### src/rtl/ad936x_pkg.sv
// Types and constants shared by the AD936x data interface, RX sample FIFO and TX path.
// The I/Q pair travels as one struct so the two halves cannot be split or swapped.
package ad936x_pkg;

  localparam int SAMPLE_W = 12;

  typedef struct packed {
    logic [SAMPLE_W-1:0] i;
    logic [SAMPLE_W-1:0] q;
  } iq_sample_t;

  // Width of a level counter that must represent 0..depth inclusive.
  function automatic int level_width(input int depth);
    return $clog2(depth) + 1;
  endfunction

endpackage

### src/rtl/ad936x_rx_sample_fifo_if.sv
// Bus between the AD936x RX port, the RX sample FIFO and its consumer.
// The FIFO sits on the slave modport; the bench or surrounding logic drives the master modport.
interface ad936x_rx_sample_fifo_if #(
  parameter int DEPTH = 16,
  parameter int CNT_W = 16
);
  import ad936x_pkg::*;

  localparam int LVL_W = level_width(DEPTH);

  // Handshake: a transfer happens on a rising clk edge where valid and ready are
  // both high. in_valid may be offered at any time. Once out_valid is high,
  // out_i/out_q hold steady until the cycle where out_ready is also high.
  logic [SAMPLE_W-1:0] in_i;
  logic [SAMPLE_W-1:0] in_q;
  logic                in_valid;
  logic                in_ready;
  logic [SAMPLE_W-1:0] out_i;
  logic [SAMPLE_W-1:0] out_q;
  logic                out_valid;
  logic                out_ready;
  logic [LVL_W-1:0]    level;
  logic                almost_full;
  logic                overflow;
  logic [CNT_W-1:0]    drop_count;
  logic                clear_overflow;

  modport slave (
    input  in_i, in_q, in_valid, out_ready, clear_overflow,
    output in_ready, out_i, out_q, out_valid, level, almost_full, overflow, drop_count
  );

  modport master (
    output in_i, in_q, in_valid, out_ready, clear_overflow,
    input  in_ready, out_i, out_q, out_valid, level, almost_full, overflow, drop_count
  );

endinterface

### src/rtl/ad936x_rx_sample_fifo_sample_ram.sv
// Simple dual-port sample store: synchronous write, asynchronous read.
// Deliberately unreset so it maps onto distributed RAM.
module sample_ram
  import ad936x_pkg::*;
#(
  parameter int DEPTH = 16
) (
  input  logic                     clk,
  input  logic                     we,
  input  logic [$clog2(DEPTH)-1:0] waddr,
  input  iq_sample_t               wdata,
  input  logic [$clog2(DEPTH)-1:0] raddr,
  output iq_sample_t               rdata
);

  iq_sample_t mem [DEPTH];

  always_ff @(posedge clk) begin
    if (we) mem[waddr] <= wdata;
  end

  assign rdata = mem[raddr];

endmodule

### src/rtl/ad936x_rx_sample_fifo.sv
// RX sample FIFO behind the AD936x data interface: RAM plus a registered
// first-word-fall-through output stage; overflowing pairs are dropped and counted.
module ad936x_rx_sample_fifo
  import ad936x_pkg::*;
#(
  parameter int DEPTH       = 16,
  parameter int ALMOST_FULL = 12,
  parameter int CNT_W       = 16
) (
  input logic                   clk,
  input logic                   rst,
  ad936x_rx_sample_fifo_if.slave bus
);

  localparam int AW    = $clog2(DEPTH);
  localparam int LVL_W = level_width(DEPTH);
  localparam logic [LVL_W-1:0] FULL_LVL = LVL_W'(DEPTH);
  localparam logic [LVL_W-1:0] AF_LVL   = LVL_W'(ALMOST_FULL);

  logic [AW-1:0]    wptr;
  logic [AW-1:0]    rptr;
  logic [LVL_W-1:0] level_r;
  logic [LVL_W-1:0] level_d;
  logic [LVL_W-1:0] ram_cnt;
  logic             in_ready_r;
  logic             out_valid_r;
  iq_sample_t       out_r;
  logic             almost_full_r;
  logic             overflow_r;
  logic [CNT_W-1:0] drop_cnt_r;

  iq_sample_t in_sample;
  iq_sample_t ram_rdata;
  logic       push;
  logic       pop;
  logic       is_full;
  logic       wr;
  logic       drop;
  logic       load;
  logic       from_ram;
  logic       bypass;
  logic       ram_we;

  assign in_sample = '{i: bus.in_i, q: bus.in_q};

  assign push    = bus.in_valid & in_ready_r;
  assign pop     = out_valid_r & bus.out_ready;
  assign is_full = (level_r == FULL_LVL);
  assign wr      = push & (~is_full | pop);
  assign drop    = push & is_full & ~pop;

  // level counts the output register too; the RAM holds whatever is behind it.
  assign ram_cnt  = level_r - {{(LVL_W-1){1'b0}}, out_valid_r};
  assign load     = ~out_valid_r | pop;
  assign from_ram = load & (ram_cnt != '0);
  // An empty RAM lets a new pair go straight into the output register.
  assign bypass   = load & (ram_cnt == '0) & wr;
  assign ram_we   = wr & ~bypass;

  always_comb begin
    level_d = level_r;
    case ({wr, pop})
      2'b10:   level_d = level_r + 1'b1;
      2'b01:   level_d = level_r - 1'b1;
      default: level_d = level_r;
    endcase
  end

  sample_ram #(
    .DEPTH (DEPTH)
  ) u_sample_ram (
    .clk   (clk),
    .we    (ram_we),
    .waddr (wptr),
    .wdata (in_sample),
    .raddr (rptr),
    .rdata (ram_rdata)
  );

  always_ff @(posedge clk or posedge rst) begin
    if (rst) begin
      wptr          <= '0;
      rptr          <= '0;
      level_r       <= '0;
      in_ready_r    <= 1'b0;
      out_valid_r   <= 1'b0;
      out_r         <= '0;
      almost_full_r <= 1'b0;
      overflow_r    <= 1'b0;
      drop_cnt_r    <= '0;
    end else begin
      in_ready_r    <= 1'b1;
      level_r       <= level_d;
      almost_full_r <= (level_d >= AF_LVL);

      if (ram_we) wptr <= wptr + 1'b1;

      // out_r only changes when a real pair is loaded, so it holds when idle.
      if (from_ram) begin
        out_r       <= ram_rdata;
        rptr        <= rptr + 1'b1;
        out_valid_r <= 1'b1;
      end else if (bypass) begin
        out_r       <= in_sample;
        out_valid_r <= 1'b1;
      end else if (load) begin
        out_valid_r <= 1'b0;
      end

      // A drop in the same cycle as a clear restarts the count at one.
      if (drop) begin
        overflow_r <= 1'b1;
        if (bus.clear_overflow)  drop_cnt_r <= {{(CNT_W-1){1'b0}}, 1'b1};
        else if (~&drop_cnt_r)   drop_cnt_r <= drop_cnt_r + 1'b1;
      end else if (bus.clear_overflow) begin
        overflow_r <= 1'b0;
        drop_cnt_r <= '0;
      end
    end
  end

  assign bus.in_ready    = in_ready_r;
  assign bus.out_i       = out_r.i;
  assign bus.out_q       = out_r.q;
  assign bus.out_valid   = out_valid_r;
  assign bus.level       = level_r;
  assign bus.almost_full = almost_full_r;
  assign bus.overflow    = overflow_r;
  assign bus.drop_count  = drop_cnt_r;

endmodule

### src/flat_wrapper.sv
// flat-port wrapper written by rule: the top's interface ports become plain ports
module ad936x_rx_sample_fifo_flat import ad936x_pkg::*;
#(
  parameter int DEPTH       = 16,
  parameter int ALMOST_FULL = 12,
  parameter int CNT_W       = 16
)
  (clk, rst, bus_in_i, bus_in_q, bus_in_valid, bus_out_ready, bus_clear_overflow, bus_in_ready, bus_out_i, bus_out_q, bus_out_valid, bus_level, bus_almost_full, bus_overflow, bus_drop_count);
  ad936x_rx_sample_fifo_if #(.DEPTH(DEPTH), .CNT_W(CNT_W)) bus_i ();
  input logic clk;
  input logic rst;
  input wire logic [$bits(bus_i.in_i)-1:0] bus_in_i;
  input wire logic [$bits(bus_i.in_q)-1:0] bus_in_q;
  input wire logic [$bits(bus_i.in_valid)-1:0] bus_in_valid;
  input wire logic [$bits(bus_i.out_ready)-1:0] bus_out_ready;
  input wire logic [$bits(bus_i.clear_overflow)-1:0] bus_clear_overflow;
  output wire logic [$bits(bus_i.in_ready)-1:0] bus_in_ready;
  output wire logic [$bits(bus_i.out_i)-1:0] bus_out_i;
  output wire logic [$bits(bus_i.out_q)-1:0] bus_out_q;
  output wire logic [$bits(bus_i.out_valid)-1:0] bus_out_valid;
  output wire logic [$bits(bus_i.level)-1:0] bus_level;
  output wire logic [$bits(bus_i.almost_full)-1:0] bus_almost_full;
  output wire logic [$bits(bus_i.overflow)-1:0] bus_overflow;
  output wire logic [$bits(bus_i.drop_count)-1:0] bus_drop_count;
  assign bus_i.in_i = bus_in_i;
  assign bus_i.in_q = bus_in_q;
  assign bus_i.in_valid = bus_in_valid;
  assign bus_i.out_ready = bus_out_ready;
  assign bus_i.clear_overflow = bus_clear_overflow;
  assign bus_in_ready = bus_i.in_ready;
  assign bus_out_i = bus_i.out_i;
  assign bus_out_q = bus_i.out_q;
  assign bus_out_valid = bus_i.out_valid;
  assign bus_level = bus_i.level;
  assign bus_almost_full = bus_i.almost_full;
  assign bus_overflow = bus_i.overflow;
  assign bus_drop_count = bus_i.drop_count;
  ad936x_rx_sample_fifo #(.DEPTH(DEPTH), .ALMOST_FULL(ALMOST_FULL), .CNT_W(CNT_W)) u_core (.clk(clk), .rst(rst), .bus(bus_i));
endmodule
### config.mk
export PLATFORM = sky130hd
export DESIGN_NAME = ad936x_rx_sample_fifo_flat
export DESIGN_NICKNAME = d
export VERILOG_FILES = /design/src/rtl/ad936x_pkg.sv /design/src/rtl/ad936x_rx_sample_fifo_if.sv /design/src/rtl/ad936x_rx_sample_fifo_sample_ram.sv /design/src/rtl/ad936x_rx_sample_fifo.sv /design/src/flat_wrapper.sv
export SDC_FILE = /design/constraint.sdc
export NUM_CORES = 1
export LEC_CHECK = 0
export CAP_MARGIN = 10
export CORE_ASPECT_RATIO = 2
export CORE_MARGIN = 3
export CORE_UTILIZATION = 40
export DETAILED_ROUTE_END_ITERATION = 6
export HOLD_SLACK_MARGIN = 0.02
export PLACE_DENSITY = 0.56
export REMOVE_ABC_BUFFERS = 1
export SYNTH_ARGS = -nofsm -noshare
export SYNTH_HDL_FRONTEND = slang
export SYNTH_SLANG_ARGS = --single-unit
### constraint.sdc
create_clock -name clk -period 10.4 [get_ports clk]
set_clock_uncertainty 0.05 [all_clocks]
set_input_delay 2.08 -clock clk [delete_from_list [all_inputs] [get_ports clk]]
set_output_delay 2.08 -clock clk [all_outputs]
set_load 0.01 [all_outputs]
# [Word level (Yosys, flattened, before mapping)]
# Memory sizes are Yosys's and may differ from the RTL's.
# Cells that the tools add are included.
# Widths: inputs -> output; s select.
[word_totals] regBits=57 latch_bits=0 ram_bits=384 rom_bits=0 in_bits=29 n_memories=1
[op_classes] add_sub_neg=6 n_mul=0 div_mod_pow=0 order_cmp=1 eq_ne=4 shift=0 mux=14 bitwise_logic=15 n_reduce_logical=7
[mem_list] memory="u_core.u_sample_ram.mem" words=16 word_bits=24 rd=1 rd_clocked_by_memory_dff=0 wr=1 line="ad936x_rx_sample_fifo_sample_ram.sv:16" source="iq_sample_t mem [DEPTH];"
[op_table] cell="$mux 16" count=4
[op_table] cell="$mux 24" count=2
[op_table] cell="$add 16x1->16 const B" count=1
[op_table] cell="$reduce_and 16->1" count=1
[op_table] cell="$pmux 5 s2" count=1
[op_table] cell="$and 1x1->1" count=9
[op_table] cell="$add 4x1->4 const B" count=2
[op_table] cell="$mux 1" count=7
[op_table] cell="$add 5x1->5 const B" count=1
[op_table] cell="$eq 5x5->1 const B" count=1
[op_table] cell="$ge 5x4->1 const B" count=1
[op_table] cell="$logic_not 5->1" count=1
[op_table] cell="$reduce_bool 5->1" count=1
[op_table] cell="$sub 5x1->5" count=1
[op_table] cell="$sub 5x1->5 const B" count=1
[op_table] cell="$not 1->1" count=4
[op_table] cell="$reduce_bool 2->1" count=2
[op_table] cell="$reduce_bool 3->1" count=1
[op_table] cell="$eq 2x1->1 const B" count=1
[op_table] cell="$eq 2x2->1 const B" count=1
[op_table] cell="$ne 2x2->1 const B" count=1
[op_table] cell="$or 1x1->1" count=2
[op_table] cell="$reduce_and 2->1" count=1

# [Logic depth before layout (Yosys ltp)]
[depth] ltp_word=9 ltp_mapped=9 mapped_depth_nobuf=9

# [By module]
# Synthesis repeated with hierarchy kept, for this count alone.
[unflattened] hier_cells=897 area_unflattened_um2=17252.8
[modules_own_cells] module="sample_ram" instances=1 cells_per_inst=612 area_each_um2=14450.1 seq_area_each_um2=11531.1
[modules_own_cells] module="ad936x_rx_sample_fifo" instances=1 cells_per_inst=285 area_each_um2=2802.7 seq_area_each_um2=1426.4

# [Worst setup path after synthesis]
# OpenSTA, ideal clock, no wires.
[synth_path] path_kind="input -> register" start="input bus_out_ready" end="memory u_core.u_sample_ram.mem[3][0] (netlist bit) (enable)" setup_ns=0.435 t_arrival_ns=4.668 t_required_ns=9.915 slack_ns=5.247 stages=5 n_path_buf=0 path_cell_list="and2_1 o32ai_1 a21oi_1 nand2_1 nor3_1"
[synth_via] elab_chain_len=8
[synth_lines] item="start: declaration" line="flat_wrapper.sv:15" source="input wire logic [$bits(bus_i.out_ready)-1:0] bus_out_ready;"
[synth_lines] item="$and 1x1->1 (*)" line="ad936x_rx_sample_fifo.sv:47" source="assign pop = out_valid_r & bus.out_ready;"
[synth_lines] item="$or 1x1->1 (on tied branches)" line="ad936x_rx_sample_fifo.sv:54, ad936x_rx_sample_fifo.sv:49"
[synth_lines] item="$and 1x1->1 (on tied branches)" line="ad936x_rx_sample_fifo.sv:57, ad936x_rx_sample_fifo.sv:49"
[synth_lines] item="$and 1x1->1" line="ad936x_rx_sample_fifo.sv:57" source="assign bypass = load & (ram_cnt == '0) & wr;"
[synth_lines] item="$not 1->1" line="ad936x_rx_sample_fifo.sv:58" source="assign ram_we = wr & ~bypass;"
[synth_lines] item="$and 1x1->1 (*)" line="ad936x_rx_sample_fifo.sv:58"
[synth_lines] item="$mux 1 (*)" line="ad936x_rx_sample_fifo_sample_ram.sv:19" source="if (we) mem[waddr] <= wdata;"
[synth_lines] item="$mux 1 (not written as such) (*)" line="ad936x_rx_sample_fifo_sample_ram.sv:19"
[synth_lines] item="end: declaration" line="ad936x_rx_sample_fifo_sample_ram.sv:16"
# Every way passes the cells marked *; elsewhere a longest branch is shown, timed or not.

# [Final worst setup path]
[layout_path] start="input bus_out_ready" end="memory u_core.u_sample_ram.mem[11][7] (netlist bit) (enable)"
# Same word-level chain as after synthesis.

==> impl_metrics.csv <==
group,metric,value,unit
worst_setup_path,r2r_cells,7,
cts,clock_latency,540,ps
run,cap_violations,0,
worst_setup_path,critical_path.max_fanout,24,
floorplanning,fp.dieArea,46100,µm²
logic_synthesis,synth-edff-count,384,
timing,final-max-slew-violation-count,0,
status,outcome,"completed",
global_routing,first_global_vias,9723,
worst_setup_path,crit_path_top_delay_cell,"nor2_4",
timing,rsz_0062_raised_after_global_routing,"no",
cts,clock_tree.root_cell,"clkbuf_16",
floorplanning,num_io_pins,78,
cts,cts_resized,0,
global_routing,grt_antenna_before_repair,0,
worst_setup_path,critical_path_arrival,4870,ps
logic_synthesis,yosysUniqueCellTypes,52,
logic_synthesis,postSynth.topFlopCell,"edfxtp_1",
hold_path,hold_path_depth,2,
timing,fmax,0.210,GHz
cts,clock_sinks,441,
timing,layout_min_cycle_time,4770,ps
cts,cts.path.max_buffers,3,
drt,antenna_violating_nets_post_route,0,
logic_synthesis,syn_area,17400,µm²
logic_synthesis,synth_sequential_area_ratio,74.6,%
cells_and_area,layout.cells.most_common,"edfxtp_1",
pwr,internal_power,3510,µW
cts,holdBufCountCts,0,
worst_setup_path,r2r_setup_slack,6850,ps
pwr,sequentialPowerShare,44.5,%
cts,clock_pin_slew_of_the_registers_on_the_worst_case_setup_and_hold_paths,60,ps
cells_and_area,layout.filler_cells,3588,
global_routing,gr-total-overflow,0,
pwr,irDropWorstVdd,109,µV
place,port_buffer_count,77,
drt,wl_met1,15.3,mm
worst_setup_path,start_kind,"input pin",
drt,wl_met3,1.29,mm
pwr,p_clk_share,28.0,%
timing,setup_tns,0,ps
worst_setup_path,critical_path_class,"input pin to register",
logic_synthesis,synth_seq_cells,441,
pwr,power_frac_comb,27.5,%
timing,worst-slew-pin-transition,1070,ps
place,gpl.final_weighted_congestion,0.766,
drt,met2WireLength,24.0,mm
hold_path,worst_hold_path.endpoint,"u_core.bus.overflow$_DFFE_PP0P_",
global_routing,grtUsageTotal,18.2,%
timing,final_hold_viol_count,0,
global_routing,grt_pass1_wl,62.6,mm
pwr,power_density,251,nW/µm²
cells_and_area,flip_flop_and_latch_area,13000,µm²
timing,setup_violations,0,
logic_synthesis,synth_largest_area_cell,"edfxtp_1",
cts,cts-buffers-inserted,39,
hold_path,min_path_type,"register to register",
logic_synthesis,yosys-top-cells-area,"edfxtp_1 (66%), mux4_2 (10%), dfrtp_1 (8.2%)",
cells_and_area,post_route_cells_drive_above_1_share,17.7,%
worst_setup_path,critPathRequiredTime,10500,ps
floorplanning,dieHeight,301,µm
cells_and_area,layout.core_utilization,47.1,%
pwr,switchingPower,1540,µW
timing,timing.max_slew.rel_slack,28.4,%
worst_setup_path,sort_of_element_at_the_end_of_the_critical_path,"register",
worst_setup_path,crit_path_cell_trace,"clkdlybuf4s50_1 -> and2_1 -> o32ai_1 -> a21oi_1 -> nand2_1 -> nor2_4",
floorplanning,design.core.area,42700,µm²
cts,ctsHtreeMaxLevel,2,
cells_and_area,nNetsFinal,1045,
drt,drt_pre_antenna_iters,5,
drt,wl_per_cell,26.3,µm
floorplanning,rows,107,
place,dp_hpwl,24.8,mm
timing,final_worst_path_period_share,45.8,%
drt,route.detailed.drc,0,
floorplanning,die_x,153,µm
drt,vias,8898,
logic_synthesis,postSynthCellCount,920,
cells_and_area,syn_to_final_growth,15.7,%
global_routing,grt_max_degree,58,
worst_setup_path,worstReg2RegStart,"u_core.bus.level[0]$_DFF_PP0_",
cts,cts_setup_buffers,0,
logic_synthesis,yosys.area.top_type_share,66.4,%
cells_and_area,leading_cell_types_in_the_layout_fill_and_taps_excluded,"edfxtp_1 (384), mux4_2 (78), clkdlybuf4s50_1 (77)",
hold_path,hold_path.startpoint,"u_core.bus.overflow$_DFFE_PP0P_",
logic_synthesis,synthesis.yosys.warnings,0,
drt,drt_iter0_drc,567,
worst_setup_path,crit-reg2reg-capture,"u_core.u_sample_ram.mem[11][7]$_DFFE_PP_",
pwr,switching_share,30.4,%
cts,tritoncts_clock_tree,"built",
worst_setup_path,crit_path_max_incr_delay,910,ps
floorplanning,floorplan.initialDensity,40.7,%
drt,top_signal_layer_used,"met4",
drt,detail_route.wirelength,41.6,mm
cells_and_area,number_of_diodes_added_for_antenna_fixing,0,
logic_synthesis,fraction_of_registers_with_async_set_reset,12.9,%
drt,viasPerCell,5.62,
logic_synthesis,synthesis.area_per_instance,18.9,µm²
pwr,leakage,0.00668,µW
cells_and_area,multiInputGateArea,4290,µm²
## synthesized netlist by cell type, drive strengths merged (2+ instances only)
cell,count
buf,27
nor2,52
nor4,16
mux2,2
a22oi,10
nand2,16
nand4,5
o21ai,5
xnor2,12
mux4,78
inv,9
a21o,2
nor3,17
a21oi,17
o211ai,5
a22o,12
and4,4
dfrtp,57
edfxtp,384
nand2b,7
xor2,9
ha,8
nand3,9
mux2i,44
clkbuf,20
and2,4
o211a,21
and3,4
o22ai,45
nor4b,3
nor2b,2
## worst max-delay path, delay by kind of cell
family,cells,cell delay [ps]
simple gates,3,1580
compound gates,2,660
buf+inv,1,530
## logic make-up (layout without fill, tap and decap cells)
logic type	after synthesis	count (layout)	synth area share [%]
compound gates	124	124	5.19
xor+xnor	21	21	1.06
fa+ha+maj	8	8	0.576
buf+inv	56	173	1.42
flops	441	441	74.6
mux	124	124	12.8
other cells	1	1	0.0216
simple gates	145	145	4.33
## per-layer routing
| metal | track usage, % | vias to the layer above |
|---|---|---|
| li1 | - | 3930 |
| met1 | 20.6 | 4724 |
| met5 | 0 | - |
| met4 | 5.43 | 0 |
| met3 | 1.91 | 64 |
| met2 | 35.6 | 180 |
## state kept, by name, summed over array words and instances, names as in the netlist
signal                   flops
u_core.bus.out_valid         1
u_core.bus.out_q            12
u_core.bus.in_ready          1
u_core.bus.almost_full       1
u_core.u_sample_ram.mem    384
u_core.wptr                  4
u_core.bus.drop_count       16
u_core.bus.level             5
u_core.rptr                  4
u_core.bus.overflow          1
u_core.bus.out_i            12
## per-stage QoR
step	power, µW	cell area, µm²	hold WS (ps)	cells	setup slack [ps]
final	5050	20100	474	1582	5630
after global routing	5280	20100	509	1582	5450
after CTS	5120	20100	480	1582	5650
after detailed placement	3700	18900	468	1512	5090
after global placement	3690	18900	461	1512	5100
after floorplan	3180	17200	499	873	5250
## power by group through the flow
stage / Sequential (µW) / Clock (µW) / Combinational (µW)
after CTS: 2250 / 1450 / 1420
after global placement: 2280 / 0 / 1400
final: 2250 / 1420 / 1390
after global routing: 2270 / 1510 / 1500
after floorplan: 2360 / 0 / 823
after detailed placement: 2290 / 0 / 1410
## how the worst max path moves through the flow
| stage | depth (start not counted) | from | end |
|---|---|---|---|
| 2_1_floorplan | 5 | bus_out_ready | u_core.u_sample_ram.mem[3][0]$_DFFE_PP_ |
| 3_3_place_gp | 6 | bus_out_ready | u_core.u_sample_ram.mem[9][12]$_DFFE_PP_ |
| 3_5_place_dp | 6 | bus_out_ready | u_core.u_sample_ram.mem[11][17]$_DFFE_PP_ |
| 4_1_cts | 6 | bus_out_ready | u_core.u_sample_ram.mem[11][19]$_DFFE_PP_ |
| 5_1_grt | 6 | bus_out_ready | u_core.u_sample_ram.mem[9][19]$_DFFE_PP_ |
| 6_report | 6 | bus_out_ready | u_core.u_sample_ram.mem[11][7]$_DFFE_PP_ |
## area by class of cell
| cell class | instances | share of cell area [%] |
|---|---|---|
| clock inverters | 24 | 1.07 |
| multi-input cells | 423 | 21.4 |
| inverters | 9 | 0.168 |
| flip-flops and latches | 441 | 64.5 |
| repair buffers | 94 | 4.47 |
| clock buffers | 46 | 5.04 |
| well taps | 545 | 3.39 |
Power figures use the tool's default switching activity.
